**src/rtl/br_table_walker_pkg.sv**
```systemverilog
// Shared definitions for the br_table label walker: FSM encodings, error codes
// and the byte-lane helper used by the LEB128 decoder.
package br_table_walker_pkg;

  localparam logic [1:0] BRT_IDLE  = 2'd0;
  localparam logic [1:0] BRT_COUNT = 2'd1;
  localparam logic [1:0] BRT_ENTRY = 2'd2;

  typedef enum logic [1:0] {
    ERR_NONE  = 2'd0,
    ERR_MEM   = 2'd1,
    ERR_LEB   = 2'd2,
    ERR_COUNT = 2'd3
  } brt_err_e;

  localparam int LEB_WINDOW_BITS = 40;

  // Byte 0 of the window sits in the most-significant lane.
  function automatic logic [7:0] leb_byte(input logic [39:0] win, input int idx);
    return win[39-8*idx -: 8];
  endfunction

endpackage

```
**src/rtl/br_table_walker_leb128_u32_dec.sv**
```systemverilog
// Combinational unsigned LEB128 decoder for a 32-bit immediate held in a
// 5-byte window; reports the encoded length and whether the encoding is malformed.
module leb128_u32_dec
  import br_table_walker_pkg::*;
(
  input  logic [39:0] i_window,
  output logic [31:0] o_value,
  output logic [2:0]  o_len,
  output logic        o_malformed
);

  logic [7:0] w_byte;
  logic       w_stop;

  // After the loop w_byte holds byte 4, which carries the overflow checks.
  always_comb begin
    o_value     = '0;
    o_len       = 3'd5;
    o_malformed = 1'b0;
    w_stop      = 1'b0;
    w_byte      = '0;
    for (int i = 0; i < 5; i++) begin
      w_byte = leb_byte(i_window, i);
      if (!w_stop) begin
        o_value = o_value | ({25'd0, w_byte[6:0]} << (7 * i));
        if (!w_byte[7]) begin
          o_len  = 3'(i + 1);
          w_stop = 1'b1;
        end
      end
    end
    if (!w_stop) begin
      o_malformed = 1'b1;
    end else if (o_len == 3'd5 && w_byte[6:4] != 3'd0) begin
      o_malformed = 1'b1;
    end
  end

endmodule

```
**src/rtl/br_table_walker.sv**
```systemverilog
// br_table helper: walks the LEB128 label vector in genrom and returns the
// selected relative depth, consuming one LEB128 per cycle while it owns the ROM port.
module br_table_walker
  import br_table_walker_pkg::*;
#(
  parameter int MEM_DEPTH   = 6,
  parameter int MEM_EXTRA   = 4,
  parameter int MAX_TARGETS = 1024
) (
  input  logic                          i_clk,
  input  logic                          i_reset,
  input  logic                          i_start,
  input  logic [MEM_DEPTH:0]            i_pc,
  input  logic [31:0]                   i_index,
  output logic [MEM_DEPTH:0]            o_mem_addr,
  output logic [MEM_EXTRA-1:0]          o_mem_extra,
  input  logic [(2**MEM_EXTRA)*8-1:0]   i_mem_data,
  input  logic                          i_mem_error,
  output logic                          o_busy,
  output logic                          o_done,
  output logic [31:0]                   o_depth,
  output logic                          o_err,
  output logic [1:0]                    o_err_code
);

  localparam int AW = MEM_DEPTH + 1;
  localparam int DW = (2**MEM_EXTRA) * 8;

  logic [1:0]    r_state;
  logic [AW-1:0] r_cur_addr;
  logic [31:0]   r_index;
  logic [31:0]   r_sel;
  logic [31:0]   r_k;
  logic [31:0]   r_depth;
  logic          r_done;
  logic          r_err;
  logic [1:0]    r_err_code;

  logic [LEB_WINDOW_BITS-1:0] w_window;
  logic [31:0]   w_value;
  logic [2:0]    w_len;
  logic          w_malformed;
  logic [AW-1:0] w_next_addr;
  logic          w_fail;
  logic [1:0]    w_fail_code;
  logic          w_unused_lanes;

  assign w_window       = i_mem_data[DW-1 -: LEB_WINDOW_BITS];
  assign w_unused_lanes = ^i_mem_data[DW-LEB_WINDOW_BITS-1:0];

  leb128_u32_dec u_dec (
    .i_window    (w_window),
    .o_value     (w_value),
    .o_len       (w_len),
    .o_malformed (w_malformed)
  );

  // The next fetch address is formed from the current decode so a new LEB128
  // is ready every cycle; wraparound is left to genrom's bounds check.
  assign w_next_addr = r_cur_addr + AW'(w_len);
  assign o_mem_addr  = (r_state == BRT_IDLE) ? i_pc : w_next_addr;
  assign o_mem_extra = MEM_EXTRA'(4);

  always_comb begin
    w_fail      = 1'b0;
    w_fail_code = ERR_NONE;
    if (i_mem_error) begin
      w_fail      = 1'b1;
      w_fail_code = ERR_MEM;
    end else if (w_malformed) begin
      w_fail      = 1'b1;
      w_fail_code = ERR_LEB;
    end else if (r_state == BRT_COUNT && w_value > 32'(MAX_TARGETS)) begin
      w_fail      = 1'b1;
      w_fail_code = ERR_COUNT;
    end
  end

  always_ff @(posedge i_clk) begin
    if (i_reset) begin
      r_state    <= BRT_IDLE;
      r_cur_addr <= '0;
      r_index    <= '0;
      r_sel      <= '0;
      r_k        <= '0;
      r_depth    <= '0;
      r_done     <= 1'b0;
      r_err      <= 1'b0;
      r_err_code <= ERR_NONE;
    end else begin
      r_done <= 1'b0;
      r_err  <= 1'b0;
      case (r_state)
        BRT_IDLE: begin
          if (i_start) begin
            r_cur_addr <= i_pc;
            r_index    <= i_index;
            r_err_code <= ERR_NONE;
            r_state    <= BRT_COUNT;
          end
        end
        BRT_COUNT: begin
          if (w_fail) begin
            r_err      <= 1'b1;
            r_err_code <= w_fail_code;
            r_state    <= BRT_IDLE;
          end else begin
            // An out-of-range index selects the default entry, stored after the count entries.
            r_sel      <= (r_index < w_value) ? r_index : w_value;
            r_k        <= '0;
            r_cur_addr <= w_next_addr;
            r_state    <= BRT_ENTRY;
          end
        end
        BRT_ENTRY: begin
          if (w_fail) begin
            r_err      <= 1'b1;
            r_err_code <= w_fail_code;
            r_state    <= BRT_IDLE;
          end else if (r_k == r_sel) begin
            r_depth <= w_value;
            r_done  <= 1'b1;
            r_state <= BRT_IDLE;
          end else begin
            r_k        <= r_k + 32'd1;
            r_cur_addr <= w_next_addr;
          end
        end
        default: r_state <= BRT_IDLE;
      endcase
    end
  end

  assign o_busy     = (r_state != BRT_IDLE);
  assign o_done     = r_done;
  assign o_err      = r_err;
  assign o_depth    = r_depth;
  assign o_err_code = r_err_code;

endmodule

```
**config.mk**
```make
export PLATFORM = sky130hd
export DESIGN_NAME = br_table_walker
export DESIGN_NICKNAME = d
export VERILOG_FILES = /design/src/rtl/br_table_walker_pkg.sv /design/src/rtl/br_table_walker_leb128_u32_dec.sv /design/src/rtl/br_table_walker.sv
export SDC_FILE = /design/constraint.sdc
export NUM_CORES = 1
export LEC_CHECK = 0
export BUFFER_PORTS_ARGS = -buffer_cell sky130_fd_sc_hd__buf_2
export CAP_MARGIN = 20
export CORE_MARGIN = 2
export CORE_UTILIZATION = 49
export CTS_BUF_LIST = sky130_fd_sc_hd__clkbuf_2 sky130_fd_sc_hd__clkbuf_4 sky130_fd_sc_hd__clkbuf_8
export CTS_CLUSTER_DIAMETER = 80
export DETAILED_ROUTE_END_ITERATION = 8
export GPL_ROUTABILITY_DRIVEN = 0
export GPL_TIMING_DRIVEN = 0
export PLACE_DENSITY = 0.76
export REMOVE_ABC_BUFFERS = 1
export SKIP_LAST_GASP = 1
export SYNTH_ARGS = -nofsm -noshare
export SYNTH_HDL_FRONTEND = slang
export SYNTH_SLANG_ARGS = --single-unit
```
**constraint.sdc**
```tcl
create_clock -name i_clk -period 7.05 [get_ports i_clk]
set_input_delay 0.3525 -clock i_clk [delete_from_list [all_inputs] [get_ports i_clk]]
set_output_delay 0.3525 -clock i_clk [all_outputs]
set_load 0.005 [all_outputs]
```
==> impl_metrics.py <==
metrics = {
    "floorplan": {
        "die_x_um": 127,
        "ioPinCount": 219,
        "fp-row-count": 44,
        "core_area_mm2": 0.0146,
        "start_util_pct": 50.5,
        "die-area_mm2": 0.0160,
        "die_height_um": 127,
    },
    "status": {
        "status": "finished clean",
    },
    "route": {
        "vias": 6901,
        "drc": 0,
        "ant_nets": 0,
        "wl_per_cell_um": 15.7,
        "drt_iter0_markers": 581,
        "wirelength_um": 19200,
        "via_per_inst": 5.63,
        "firstDrtPassIters": 7,
    },
    "final_layout": {
        "drive_gt1_share_pct": 18.3,
        "area_growth_pct": 16.9,
        "nets": 1239,
        "diodes": 0,
    },
    "worst_hold_path": {
        "min_path_type": "in2reg",
        "hold_end": "r_index[21]",
        "hp-start": "i_index[21]",
        "holdPathStages": 3,
    },
    "logic_synthesis": {
        "synth_cells": 932,
        "ys.flop_type": "dfxtp_1",
        "ys_ff_latch": 141,
        "syn_area_mm2": 0.00736,
        "syn_avg_cell_area_um2": 7.90,
        "yosys.area.top_type": "dfxtp_1",
        "synthArstFlopShare_pct": 0,
        "synth-edff-count": 0,
        "yosysWarnings": 0,
        "yosysTopAreaCellShare_pct": 38.3,
        "ys_seq_area_share_pct": 38.3,
        "ys_types": 61,
        "ys_top_cells_by_area": "dfxtp_1, nand2_1, a21oi_1",
    },
    "clock_tree": {
        "cts-resized-gates": 0,
        "clk_latency_ns": 0.47,
        "cts_htree_levels": 4,
        "postCtsSetupRepairBufs": 0,
        "cts_buffers": 17,
        "cts_hold_buffers": 0,
        "root_buffer": "clkbuf_8",
        "clkSinkCount": 141,
        "clk_pin_slew_worst_paths_ns": 0.08,
        "cts_tree": "done",
        "cts.path.max_buffers": 2,
    },
    "critical_path": {
        "r2r_cells": 9,
        "required_ns": 7.40,
        "regToRegEndpoint": "r_sel[5]",
        "start_kind": "primary input",
        "critPathKind": "in2reg",
        "cp_max_fo": 22,
        "r2r_setup_slack_ns": 4.06,
        "arrival_ns": 3.83,
        "crit_path_end_kind": "flop",
        "timing.rr.start": "r_index[3]",
    },
    "timing": {
        "tns_ns": 0,
        "fin_crit_ns": 3.49,
        "worst_pin_slew_ns": 0.693,
        "rsz0062_at_grt": "no",
        "period_share_pct": 49.5,
        "setup-violations-final": 0,
        "finClkSkew_ns": 0.0143,
        "finalHoldViolCount": 0,
        "whs_ns": 0.121,
        "max-slew-margin-rel_pct": 53.4,
        "drv_slew": 0,
        "max_freq_ghz": 0.287,
    },
    "power_and_ir_drop": {
        "peakVddDrop_v": 0.000168,
        "powerDensity_mw_per_mm2": 215,
        "leakage_uw": 0.00345,
    },
    "grt": {
        "grt_pass1_wl_um": 31600,
        "grt_pass1_vias": 6493,
        "grt_util_all_layers_pct": 24.2,
        "antenna_found_initial": 0,
        "grt.overflow.total": 0,
        "grt_max_degree": 63,
    },
    "flow_run": {
        "drv_cap": 0,
    },
    "placed_design": {
        "dp_hpwl_um": 14200,
        "port_buffers": 126,
    },
}
## routing by layer
layer  global-route usage [%]  wire length (um)
met5                        0                 0
met4                     8.14               402
met3                     4.93              1140
met2                     38.0              8790
met1                     33.2              8880
## power breakdown
part	switching, uW	internal (uW)	leakage [uW]	total [uW]
combinational	171	118	0.00209	289
clock	332	396	0.000219	728
sequential	18.8	818	0.00114	837
total	522	1330	0.00345	1850
## worst max-delay path, cell delays in order
cell and delay, ns:
buf_2 0.37, and3_1 0.61, nand2_1 0.14, ha_1 0.32, a21o_1 0.19, a211oi_1 0.23, o21ai_0 0.11, a31oi_1 0.22
and3_1 0.65, buf_16 0.24, mux2i_1 0.29, a21oi_1 0.10
## sequential cells by signal, indices dropped and copies added, names as in the netlist, 2 cells and up
signal      count
r_sel          32
r_cur_addr      7
r_state         2
o_depth        32
r_index        32
r_k            32
o_err_code      2
## placed cells by master, fill, tap and decap left out, types with 6 or more instances in the layout
master | Yosys | routed
nor2_1 | 33 | 32
clkbuf_8 | 0 | 17
nand4_1 | 19 | 19
nor4_1 | 11 | 11
mux2i_1 | 13 | 13
and3_1 | 9 | 9
nand2_1 | 190 | 190
inv_1 | 30 | 30
and4_1 | 6 | 6
dfxtp_1 | 141 | 141
and2_1 | 6 | 6
a211oi_1 | 7 | 7
nand3_1 | 59 | 59
buf_2 | 5 | 126
a21o_1 | 6 | 6
o21ai_0 | 34 | 34
nor3b_1 | 6 | 6
nor3_1 | 10 | 10
ha_1 | 38 | 38
a21oi_1 | 125 | 125
xnor2_1 | 52 | 52
## Yosys cell counts, types with 3 or more instances
library cell  instances
a21oi_1             125
or2_2                 5
buf_6                 3
a211oi_1              7
nor3b_1               6
ha_1                 38
a31o_2                4
xnor2_1              52
buf_4                 5
nand2b_1              3
clkbuf_1             45
dfxtp_1             141
buf_1                 3
a21o_1                6
nor2_1               33
and2_1                6
nand3_1              59
o21ai_0              34
nor4b_1               3
nor2b_1               4
nand4_1              19
o211ai_1              5
buf_2                 5
inv_1                30
nor3_1               10
o21a_1                4
or3_1                 4
or4_1                 4
mux2i_1              13
nor4_1               11
and3_1                9
a31oi_1               3
nand2_1             190
and4_1                6
o32ai_1               5
## through the flow
stage	std cells	cell area [um^2]	utilization, %	total power [uW]	worst slack, ns
2_1_floorplan	873	7100	-	1020	3.95
3_3_place_gp	1183	7960	54.5	1110	2.66
3_5_place_dp	1191	8120	55.6	1140	3.08
4_1_cts	1223	8550	58.6	1850	3.56
5_1_grt	1226	8610	59.0	1930	3.34
6_report	1226	8610	59.0	1850	3.56
## cell type report
type / count / area, um^2
Clock inverter: 13 / 188
Clock buffer: 19 / 249
Inverter: 30 / 113
Fill cell: 1338 / 5980
Tap cell: 184 / 230
Sequential cell: 141 / 2820
Timing Repair Buffer: 137 / 836
Multi-Input combinational cell: 702 / 4170
## how the worst max path moves through the flow
stage	startpoint	endpoint	slack, ns	cells after the start
detailed placement	i_mem_data[127]	r_sel[5]	3.08	12
global placement	i_mem_data[127]	r_sel[5]	2.66	11
finish	i_mem_data[127]	r_sel[5]	3.56	12
CTS	i_mem_data[127]	r_sel[5]	3.56	12
floorplan	i_mem_data[119]	r_sel[0]	3.95	10
global route	i_mem_data[127]	r_sel[5]	3.34	12
## cells by family (layout without fill, tap and decap cells)
| group | count (synthesis) | after routing | synth area share (%) |
|---|---|---|---|
| xor gates and xnor gates | 53 | 53 | 6.30 |
| adders and majority gates | 39 | 39 | 6.73 |
| buffers and inverters | 91 | 199 | 5.28 |
| DFF | 141 | 141 | 38.3 |
| other | 2 | 4 | 0.102 |
| and+or+nand+nor | 381 | 381 | 24.5 |
| muxes | 15 | 15 | 2.07 |
| AOI/OAI and AO/OA | 210 | 210 | 16.6 |
No activity file was read; power rests on OpenSTA's default activity.
